`config.mk`:
```
export PLATFORM = sky130hd
export DESIGN_NAME = seg7_scan_driver_flat
export DESIGN_NICKNAME = d
export VERILOG_FILES = /design/src/rtl/seg7_pkg.sv /design/src/rtl/seg7_scan_driver_if.sv /design/src/rtl/seg7_hex_decode.sv /design/src/rtl/seg7_scan_driver.sv /design/src/flat_wrapper.sv
export SDC_FILE = /design/constraint.sdc
export NUM_CORES = 1
export LEC_CHECK = 0
export CORE_MARGIN = 2
export CORE_UTILIZATION = 40
export DETAILED_ROUTE_END_ITERATION = 8
export HOLD_SLACK_MARGIN = 0.06
export MAX_ROUTING_LAYER = met4
export SLEW_MARGIN = 5
export SYNTH_ARGS = -nofsm -noshare
export SYNTH_HDL_FRONTEND = slang
export SYNTH_SLANG_ARGS = --single-unit
```
`constraint.sdc`:
```
create_clock -name clk -period 1.7 [get_ports clk]
set_input_delay 0.34 -clock clk [delete_from_list [all_inputs] [get_ports clk]]
set_output_delay 0.34 -clock clk [all_outputs]
set_load 0.01 [all_outputs]
```
`src/rtl/seg7_pkg.sv`:
```
// Shared types and constants for the seven-segment scan driver.
// Segment patterns are active-low and ordered {g,f,e,d,c,b,a}.
package seg7_pkg;

   localparam int NUM_DIGITS = 4;

   typedef logic [6:0] seg_t;
   typedef logic [1:0] digit_idx_t;

   localparam seg_t SEG_BLANK = 7'b1111111;

   localparam seg_t HEX_TABLE [16] = '{
      7'b1000000, 7'b1111001, 7'b0100100, 7'b0110000,
      7'b0011001, 7'b0010010, 7'b0000010, 7'b1111000,
      7'b0000000, 7'b0010000, 7'b0001000, 7'b0000011,
      7'b1000110, 7'b0100001, 7'b0000110, 7'b0001110
   };

endpackage

```
`src/rtl/seg7_scan_driver_if.sv`:
```
// Display-side bundle: the word to show, its decimal points and enable,
// plus the multiplexed anode/cathode drive coming back from the scanner.
interface seg7_scan_driver_if;
   import seg7_pkg::*;

   logic [15:0] value;
   logic [3:0]  dp_in;
   logic        en;
   logic [3:0]  an;
   seg_t        seg;
   logic        dp;

   modport master (output value, dp_in, en, input an, seg, dp);
   modport slave  (input value, dp_in, en, output an, seg, dp);
endinterface

```
`src/rtl/seg7_hex_decode.sv`:
```
// Combinational nibble to active-low seven-segment pattern lookup.
module seg7_hex_decode
   import seg7_pkg::*;
(
   input  logic [3:0] nibble,
   output seg_t       seg
);

   always_comb begin
      seg = HEX_TABLE[nibble];
   end

endmodule

```
`src/rtl/seg7_scan_driver.sv`:
```
// Four-digit multiplexed seven-segment driver with per-frame shadow capture
// and a blank guard at the start of every slot. SEG7_LZ_BLANK_EN enables
// leading-zero blanking.
module seg7_scan_driver
   import seg7_pkg::*;
#(
   parameter int DIV   = 100000,
   parameter int GUARD = 16
) (
   input  logic                clk,
   input  logic                reset,
   seg7_scan_driver_if.slave   bus
);

   localparam int CW = (DIV > 2) ? $clog2(DIV) : 1;

   logic [CW-1:0]         cnt_reg, cnt_next;
   digit_idx_t            idx_reg, idx_next;
   logic [15:0]           shadow_reg, shadow_next;
   logic [NUM_DIGITS-1:0] dp_shadow_reg, dp_shadow_next;
   logic [3:0]            an_reg, an_next;
   seg_t                  seg_reg, seg_next;
   logic                  dp_reg, dp_next;

   logic                  slot_terminal;
   logic                  frame_end;
   logic [3:0]            nibble;
   seg_t                  hex_seg;
   logic                  sel_dp;
   logic                  zero_lead;

   assign nibble = 4'(shadow_reg >> {idx_reg, 2'b00});

   seg7_hex_decode u_hex (
      .nibble (nibble),
      .seg    (hex_seg)
   );

`ifdef SEG7_LZ_BLANK_EN
   // A digit is a leading zero when it and every digit to its left are zero.
   logic [NUM_DIGITS-1:0] lead_zero;
   genvar gi;
   generate
      for (gi = 0; gi < NUM_DIGITS; gi++) begin : g_lz
         if (gi == 0) begin : g_units
            assign lead_zero[gi] = 1'b0;
         end else begin : g_upper
            assign lead_zero[gi] = (shadow_reg[15:4*gi] == '0);
         end
      end
   endgenerate
   assign zero_lead = lead_zero[idx_reg];
`else
   assign zero_lead = 1'b0;
`endif

   always_comb begin
      slot_terminal  = (cnt_reg == CW'(DIV - 1));
      frame_end      = slot_terminal && (idx_reg == digit_idx_t'(NUM_DIGITS - 1));
      cnt_next       = slot_terminal ? '0 : cnt_reg + 1'b1;
      idx_next       = slot_terminal ? idx_reg + 2'd1 : idx_reg;
      shadow_next    = frame_end ? bus.value : shadow_reg;
      dp_shadow_next = frame_end ? bus.dp_in : dp_shadow_reg;

      sel_dp   = dp_shadow_reg[idx_reg];
      seg_next = zero_lead ? SEG_BLANK : hex_seg;
      dp_next  = ~sel_dp;
      an_next  = 4'b1111;
      // A zero-blanked digit still lights its anode so a requested point shows.
      if (bus.en && (cnt_reg >= CW'(GUARD)) && (!zero_lead || sel_dp)) begin
         an_next = ~(4'b0001 << idx_reg);
      end
   end

   always_ff @(posedge clk) begin
      if (reset) begin
         cnt_reg       <= '0;
         idx_reg       <= '0;
         shadow_reg    <= '0;
         dp_shadow_reg <= '0;
         an_reg        <= 4'b1111;
         seg_reg       <= SEG_BLANK;
         dp_reg        <= 1'b1;
      end else begin
         cnt_reg       <= cnt_next;
         idx_reg       <= idx_next;
         shadow_reg    <= shadow_next;
         dp_shadow_reg <= dp_shadow_next;
         an_reg        <= an_next;
         seg_reg       <= seg_next;
         dp_reg        <= dp_next;
      end
   end

   assign bus.an  = an_reg;
   assign bus.seg = seg_reg;
   assign bus.dp  = dp_reg;

endmodule
```
`src/flat_wrapper.sv`:
```
// flat-port wrapper written by rule: the top's interface ports become plain ports
module seg7_scan_driver_flat import seg7_pkg::*;
#(
   parameter int DIV   = 100000,
   parameter int GUARD = 16
)
  (clk, reset, bus_value, bus_dp_in, bus_en, bus_an, bus_seg, bus_dp);
  seg7_scan_driver_if bus_i ();
  input  logic clk;
  input  logic reset;
  input wire logic [$bits(bus_i.value)-1:0] bus_value;
  input wire logic [$bits(bus_i.dp_in)-1:0] bus_dp_in;
  input wire logic [$bits(bus_i.en)-1:0] bus_en;
  output wire logic [$bits(bus_i.an)-1:0] bus_an;
  output wire logic [$bits(bus_i.seg)-1:0] bus_seg;
  output wire logic [$bits(bus_i.dp)-1:0] bus_dp;
  assign bus_i.value = bus_value;
  assign bus_i.dp_in = bus_dp_in;
  assign bus_i.en = bus_en;
  assign bus_an = bus_i.an;
  assign bus_seg = bus_i.seg;
  assign bus_dp = bus_i.dp;
  seg7_scan_driver #(.DIV(DIV), .GUARD(GUARD)) u_core (.clk(clk), .reset(reset), .bus(bus_i));
endmodule
```
* After elaboration in Yosys (flattened, before gate mapping)
Memory sizes are Yosys's and may differ from the RTL's. A register that Yosys moved wholly into a read port is not among the register bits. Cells that the tools add are included. Widths: inputs -> output; s select.
Cells by class: add/subtract/negate cells 2, multipliers 0, div/mod/pow operators 0, magnitude comparators 2, eq/ne operators 2, shifts and indexed selects 2, multiplexer cells 2, bitwise operators 4, reductions and logical operators 4
Operators with widths (number):
- $add 17x1->17 const B | 1
- $eq 17x17->1 const B | 1
- $ge 17x5->1 const B | 1
- $shr 16x4->4 | 1
- $not 4->5 | 1
- $not 4->4 | 1
- $reduce_or 2->1 | 2
- $shl 1x2->4 const A | 1
- $lt 2x3->1 const B | 1
- $add 2x1->2 const B | 1
- $bmux 1 s2 | 1
- $eq 2x2->1 const B | 1
- $logic_and 1x1->1 | 2
- $not 1->1 | 2
- $mux 1 | 1
Word-level totals: register bits after elaboration 44, latch bits 0, bits in writable memories 0, memory bits (read-only) 112, bits of input ports 23, output and inout port bits 12, logic and storage cells 25, memories kept 1
Memory list:
- (no name shown) | words 16, width 7, read ports 1, clocked after memory_dff 1, write ports 0, line seg7_hex_decode.sv:10 | seg = HEX_TABLE[nibble];

* Depth between registers and ports, before layout
Gate-level depths: netlist of the first run.
depth in word-level cells 4, depth in mapped cells 7, mapped depth without buffers 6

* By module
A second synthesis of the first run with hierarchy kept.
Unflattened totals: cells, all modules 266, area total of the unflattened synthesis 2454.9 sq um
By module, submodules not included:
- seg7_scan_driver | times used 1, cells each 235, area each 2192.1 sq um, seq. area each 1021.0 sq um
- seg7_hex_decode | times used 1, cells each 31, area each 262.8 sq um, seq. area each 0.0 sq um

* Worst setup path after synthesis of the first run
No wires, ideal clock.
path type register to register, start register u_core.idx_reg[0], end register u_core.seg_reg[3], in the netlist u_core.bus.seg[3], setup time 120 ps, arrival 1707 ps, required time 1580 ps, slack -127 ps, cell stages (with the launch flop) 7, cell sequence dfxtp_1 -> buf_2 -> mux4_2 -> ha_1 -> nor2_1 -> a21oi_1 -> o31a_1
Between the ends: cells in the longest elaborated chain, start to end 2
Ends and longest elaborated chain:
- start: declaration | line seg7_scan_driver.sv:18 | digit_idx_t idx_reg, idx_next;
- start signal: assignment | line seg7_scan_driver.sv:86 | idx_reg <= idx_next;
- $shr 16x4->4 | line seg7_scan_driver.sv:32 | assign nibble = 4'(shadow_reg >> {idx_reg, 2'b00});
- $not 4->5 (not written as such) | line seg7_hex_decode.sv:10
- end: declaration | line seg7_scan_driver.sv:22 | seg_t seg_reg, seg_next;
Every way passes these cells. A chain may end at the register's enable or synchronous reset.

* Worst setup path in the final report of the first run
Same ends and word-level chain as after synthesis.

==> results of run 1 <==
## routing by layer
layer  wire length (um)  track usage
met1               2770        0.249
met2               2750        0.273
met4                 61       0.0492
met3                192       0.0391
met5                  0            -
## power by group
| part | switching (W) | internal, W | leakage (nW) |
|---|---|---|---|
| sequential | 0.00000693 | 0.00121 | 0.415 |
| combinational | 0.0000455 | 0.0000805 | 0.691 |
| clock | 0.000414 | 0.000289 | 0.0412 |
| total | 0.000467 | 0.00158 | 1.15 |
## cell usage after synthesis (all sizes together), types with 4 or more instances
| master | n | area [um^2] |
|---|---|---|
| dfxtp | 51 | 1020 |
| nand4 | 25 | 156 |
| inv | 13 | 48.8 |
| xnor2 | 6 | 52.6 |
| nor2 | 20 | 75.1 |
| mux4 | 5 | 113 |
| clkbuf | 10 | 37.5 |
| a21oi | 29 | 145 |
| ha | 12 | 150 |
| o31ai | 21 | 158 |
| o21ai | 9 | 56.3 |
| nor4 | 4 | 25.0 |
| buf | 11 | 72.6 |
| nand2 | 12 | 45.0 |
| nand3 | 10 | 50.1 |
| xor2 | 6 | 52.6 |
## cell families after synthesis
kind of cell,share of synthesized area
muxes,0.0582
adders and majority gates,0.0607
buffers and inverters,0.0642
DFF,0.413
AOI/OAI and AO/OA,0.166
and+or+nand+nor,0.195
xor gates and xnor gates,0.0425
## worst max-delay path by stage
| stage | start | endpoint | slack, ps | depth (start not counted) |
|---|---|---|---|---|
| 6_report | u_core.idx_reg[0] | u_core.bus.seg[3] | 10 | 5 |
| 5_1_grt | u_core.idx_reg[0] | u_core.bus.seg[3] | -60 | 5 |
| 4_1_cts | u_core.cnt_reg[12] | u_core.shadow_reg[14] | 10 | 5 |
| 3_5_place_dp | u_core.idx_reg[0] | u_core.bus.seg[3] | -10 | 5 |
| 3_3_place_gp | u_core.idx_reg[0] | u_core.bus.seg[3] | 9 | 5 |
| 2_1_floorplan | u_core.idx_reg[0] | u_core.bus.seg[3] | 10 | 6 |
## area by class of cell
type | count | area (um^2) | area share
Inverter | 13 | 55.1 | 0.0169
Multi-Input combinational cell | 185 | 1380 | 0.422
Sequential cell | 51 | 1030 | 0.315
Clock inverter | 2 | 12.5 | 0.00384
Timing Repair inverter | 2 | 15.0 | 0.00461
Timing Repair Buffer | 66 | 609 | 0.187
Clock buffer | 6 | 72.6 | 0.0223
Tap cell | 75 | 93.8 | 0.0288
## worst max-delay path, stage by stage, from the launching register on
cell and delay [ps]:
dfxtp_4 400, mux4_2 600, ha_4 210, nor2_1 100, a21oi_1 50, o31a_1 230
## repair_timing
item,4_1_cts,5_1_grt
endpoints found under the setup margin,2,26
hold endpoints to repair,0,0
hold buffers,0,0
cloned,0,2
pin swaps,0,2
resized for setup,2,17
buffers inserted,0,4
## stage by stage
step / instances / util / total power (W) / TNS (ps) / cell area, um^2
after floorplan: 270 / - / 0.00128 / 0 / 2500
after global placement: 386 / 0.513 / 0.00137 / 0 / 3060
after detailed placement: 386 / 0.513 / 0.00137 / -9.55 / 3060
after CTS: 394 / 0.528 / 0.00205 / 0 / 3140
after global routing: 400 / 0.547 / 0.00212 / -550 / 3260
final: 400 / 0.547 / 0.00204 / 0 / 3260
==> results.txt, run 1 <==
In the finished design, the share of the clock period the worst path needs comes to 0.994. From left edge to right edge, the die measures approximately 83 um. The cell leakage power is between 1 and 1.5 nW. At the worst endpoint, the required time is between 1500 and 2000 ps. The die covers just under 7000 um^2. The net count of the finished layout is 359. For this run, the leading register cell type out of synthesis is dfxtp_1.

The number of warnings issued by yosys came out at 0. The worst vdd rail ir drop came out at 0.000317 V. The tightest hold margin is between 400 and 500 ps. The number of antenna violations at the first check in global routing is 0. The buffer type at the clock tree root is clkbuf_8. The first global-routing pass estimated around 9000 um of wire.

The number of routed nets with antenna violations came out at 0. The final number of max-transition violations was 0. For this run, the register share of the synthesized area comes to 0.413. The setup clock skew after layout came out at 7.61 ps.

The synthesized netlist occupies a cell area of 2470 um^2. The worst setup path is launched from a flip-flop. Entering global routing, the biggest net connects 23 pins. STA puts the critical path data arrival time at approximately 1900 ps. The tightest min-delay check is of the reg -> reg type. The count of final setup violators came out at 0. The post-route worst setup slack is about 10 ps. The DRC marker count from the first detailed-route iteration is between 100 and 150. The total count of hold-check failures in the final report came to 0. The reg-to-reg critical path startpoint is u_core.idx_reg[0]. The setup slack after placement is -9.55 ps. In the global route stage, overall resource usage came out at 0.182. The layout has approximately 590 filler cells. The clock insertion delay at the later pin of the skew report came out at around 310 ps.

STA classifies the critical path endpoint as a flip-flop. The run finished with clean final reports. The top cell types in the final layout, fill and taps aside, are 49 x dfxtp_1, 34 x clkdlybuf4s50_1, 29 x a21oi_1, 29 x buf_4, 25 x nand4_1. The global-route congestion overflow total is 0.

Setup repair after global routing could not meet its margin everywhere. The number of buffers created by CTS is 5. The layout overhead on the synthesized area came out at 31.8%. The minimum clock period after layout is 1690 ps.

The average wire per cell in the routed design is between 10 and 15 um. For this design the top-level I/O count stands at 35. The port buffer count came out at 34.

The clock slew seen by the registers of the worst setup and hold paths came out at approximately 100 ps. The highest attainable clock frequency is ~0.59 GHz. From bottom edge to top edge, the die measures a little over 80 um.

The depth of the CTS H-tree came out at 2. The flop and latch count out of synthesis is between 50 and 60. The detailed-route wire length came out at just under 6000 um. The pre-antenna-repair detailed-routing pass consisted of 4 iterations.

The clock tree from TritonCTS is yes. The global placement routability congestion is 0.836. The number of diodes came out at 0. The origin of the worst min-delay path is u_core.dp_shadow_reg[2].

The count of cells along the worst register-to-register path came out at 5. The via count came out at around 2,200. Counting flops with an async set or reset pin after synthesis yields a share of 0. The share of post-route cells with drive strength above 1 came out at 0.212. The placeable core region is 5960 um^2. The total power divided by cell area came out at ~630 nW/um^2. The number of max-cap violations is 0.

For this run, design rule violations remaining after detail routing come to 0. The library cell used most frequently in the layout, excluding fill and tap cells, is dfxtp_1. Of all nets on the critical path, the largest fanout is 5. The type of the worst setup path is reg -> reg.

The number of vias per cell came out at about 5.4. In this run the critical register-to-register path is captured at u_core.bus.seg[3]. The hold-critical path depth came out at 2. The clock sink count came out at between 50 and 60. The net count of the mapped netlist came out at just over 300. The register-to-register setup slack is between 9 and 10 ps. The worst slew slack as a fraction of its limit came out at 0.726. The synthesized instance count came out at between 200 and 300.

The synthesized design contains 0 enable-type register cells. The flip-flop count of the largest register after layout is 17. For this configuration, the core starts out at a cell density of 0.415. The end point of the worst hold path is u_core.dp_shadow_reg[2]. The via count of the first global-routing pass is between 1,500 and 2,000. The count of distinct cell types in the synthesized netlist came out at 38. The number of standard-cell rows in the floorplan is 28. In this run the deepest clock path goes through 2 buffers. The actual slew at the worst max-slew pin is 407 ps. The HPWL after detailed placement came out at just under 4000 um. The synthesized area per cell is 9.16 um^2.
No activity file was read; power rests on OpenSTA's default activity.
==> run 2: changes to the inputs <==
Settings changed: HOLD_SLACK_MARGIN 0.06 to 0.03.
==> results of run 2 <==
No change in the layout: final DEF, timing and power equal those of run 1.
==> run 3: changes to the inputs <==
Settings changed: CORE_UTILIZATION 40 to 39.
==> run 3 against run 2 <==
  * The run now ends with setup timing left
  * Worst setup slack got worse by 26 ps
  * Critical endpoint unchanged
  * Clock power is 23% higher
  * Worst hold slack improved by 1.8 ps
  * Combinational power grew 3%
  * Count of clock-buffer cells in the layout fell by 1
  * Power increased by 8.0%
  * Die area increased by 2.4%
  * Global-route usage is 1.3 points lower
  * Sequential share of layout area shrank 0.27 points
  * Clock skew down 1.5 ps
  * Cell count is 0.25% higher
  * Critical path depth unchanged
==> results.txt, run 3 (same netlist as run 1, synthesis figures left out) <==
The flow ran to the end, but the final reports show violations. The checks that failed: setup timing. The number of top-level pins came out at 35 (unchanged).

The global routing usage summed across all routing layers came out at 0.169 (-0.0128). The met3 layer usage reported by global route is 0.0376 (-0.00154). The die extent in y is 83.6 um (+1.2%). The buffer levels on the longest clock path is 2 (unchanged). The type of the worst setup path is reg -> reg. The depth of the critical timing path with buffers and inverters included is 5 (unchanged). The number of antenna violations at the first check in global routing came out at 0 (unchanged).

The port buffer count came out at 34 (unchanged). The largest fanout of any net on the critical path is 6 (+1). The placeable core region is 6240 um^2 (+4.8%). The number of standard-cell rows in the floorplan came out at 29 (+3.6%). In this run the clock root is driven by a clkbuf_8. For this design, the slowest cell found on the critical path is mux4_2.

The highest attainable clock frequency was 0.583 GHz (-1.5%). The initial core utilization came out at 0.396 (-0.0190). The layout overhead on the synthesized area is 32.7%. The total power divided by cell area came to 672 nW/um^2 (+7.3%). The flip-flop count of the largest register after layout came to 17 (unchanged). The DRC marker count from the first detailed-route iteration came out at 82 (-34%). The HPWL after detailed placement is 3880 um (-1.2%). The layout filler cell count came out at 600 (+2.6%). The clock slew seen by the registers of the worst setup and hold paths came out at 100 ps (about the same). In this run the most used layer during global routing was met2. The worst slew slack as a fraction of its limit is 0.714 (-0.0127).

The worst vdd rail ir drop was 0.000419 V (+32%). The final number of max-transition violations was 0 (unchanged). The total count of hold-check failures in the final report was 0 (unchanged).

The register area is 1020 um^2 (-0.12%). The worst hold path belongs to the class reg -> reg. The required time of the critical path came out at 1910 ps (about the same).

The global placement routability congestion came to 0.814 (-2.6%). The number of routed nets with antenna violations came out at 0 (unchanged). The cell leakage power is 1.15 nW (+0.68%). The most common cell after layout, fill and taps aside is dfxtp_1. Setup repair after global routing could not meet its margin everywhere. The number of max-cap violations was 0 (unchanged). The final layout net count came to 358 (-0.28%).

The clock insertion delay at the later pin of the skew report is 310 ps (about the same). The depth of the CTS H-tree is 2 (unchanged). The post-route fraction of the period consumed by the critical path came to 1.01 (+0.0152). The global-route congestion overflow total was 0 (unchanged). TritonCTS built the clock tree. The average wire per cell in the routed design came out at 14.5 um (+0.84%).

The clock sink count came out at 51 (unchanged). The kind of end point of the critical path is a flip-flop. The detailed-route wire length is 5830 um (+1.1%). Leaving out fill and tap cells, the most frequent cells in the layout are 50 x dfxtp_1, 34 x clkdlybuf4s50_1, 28 x a21oi_1, 28 x buf_4, 25 x nand4_1.

The hold-critical path depth came out at 2 (unchanged). The area occupied by multi-input gates is 1380 um^2 (+0.18%). The total power consumption of the routed design is 0.00221 W (+8.0%).

The share of post-route cells with drive strength above 1 is 0.216 (+0.00374). The post-route worst setup slack came out at -15.9 ps (-25.8 ps). The minimum clock period after layout was 1720 ps (+25.8 ps).

The via count is 2,173 (+0.32%). The pin count of the biggest net entering global routing is 23 (unchanged). The number of optimization iterations in the first detailed-route pass was 4 (unchanged).

The buffers plus inverters on the worst setup path came out at 0 (unchanged). The maximum cell stage delay along the critical path is 600 ps (about the same). The overall die width came out at 83.6 um (+1.2%).

The worst path arrival time is 1930 ps (+30 ps). The first-pass GRT wire length came out at 9520 um (+2.6%). The number of vias per cell is 5.42 (about the same). The via count of the first global-routing pass is 2,045 (+6.0%). The setup clock skew after layout came to 6.10 ps (-1.51 ps). The global routing usage on met2 is 0.260 (-0.0130). The setup slack after placement came to -26.5 ps (-16.9 ps). Traced cell by cell, the critical path runs through mux4_2, ha_2, mux2i_1, nand3_1, o31a_1.

The number of buffers created by CTS is 5 (unchanged). STA classifies the critical path startpoint as a flip-flop. The actual slew at the worst max-slew pin came to 425 ps (+18.8 ps). The count of cells along the worst register-to-register path is 5 (unchanged). The global routing usage on met1 is 0.225 (-0.0237). The number of diodes came to 0 (unchanged).

The die footprint is 7000 um^2 (+2.4%). The hold buffer count at cts came out at 0 (unchanged). The residual DRC count came out at 0 (unchanged). The count of final setup violators is 2 (+2).

The kind of cell with the highest combined delay along the critical path is multiplexers.
run 3: layout make-up:
| class | count | area share |
|---|---|---|
| timing repair buffer | 65 | 0.183 |
| sequential | 51 | 0.312 |
| tap | 77 | 0.0293 |
| clock inverter | 3 | 0.0133 |
| inverter | 13 | 0.0168 |
| clock buffer | 5 | 0.0210 |
| timing repair inverter | 2 | 0.00457 |
| multi-input combinational | 185 | 0.420 |
run 3: routing by layer:
| metal | up-vias | wire length, um | share of wire |
|---|---|---|---|
| li1 | 1098 | - | - |
| met1 | 1040 | 2940 | 0.50 |
| met2 | 29 | 2660 | 0.46 |
| met3 | 6 | 159 | 0.027 |
| met4 | 0 | 70 | 0.012 |
| met5 | - | 0 | 0 |
run 3: worst paths after layout:
check	startpoint	endpoint	slack (ps)
worst max-delay path	u_core.idx_reg[0]	u_core.bus.seg[3]	-20
worst min-delay path	u_core.shadow_reg[5]	u_core.shadow_reg[5]	470
worst max register to register	u_core.idx_reg[0]	u_core.bus.seg[3]	-20
worst min register to register	u_core.shadow_reg[5]	u_core.shadow_reg[5]	470
run 3: repair_timing:
| action | in CTS | in global routing |
|---|---|---|
| resized for setup | 3 | 16 |
| setup buffers | 1 | 4 |
| setup endpoints to repair | 3 | 25 |
| pin swaps | 0 | 2 |
| cloned | 0 | 2 |
run 3: through the flow:
step / utilization / instance area, um^2 / instances / hold slack, ps / TNS, ps
after detailed placement: 0.488 / 3040 / 386 / 457 / -38.3
after global placement: 0.488 / 3040 / 386 / 450 / 0
after global routing: 0.526 / 3280 / 401 / 495 / -874
final: 0.526 / 3280 / 401 / 472 / -20.1
after floorplan: - / 2500 / 270 / 430 / 0
after CTS: 0.509 / 3180 / 395 / 472 / 0
run 3: tightest hold or removal path, stage by stage, from the launching register on:
cell     delay (ps)
dfxtp_1         320
o31ai_1          60
a21oi_1          50
run 3: report_power, final:
part | switching (W) | internal [W]
Combinational | 0.0000469 | 0.0000835
Clock | 0.000425 | 0.000439
Sequential | 0.00000621 | 0.00121
Total | 0.000478 | 0.00173
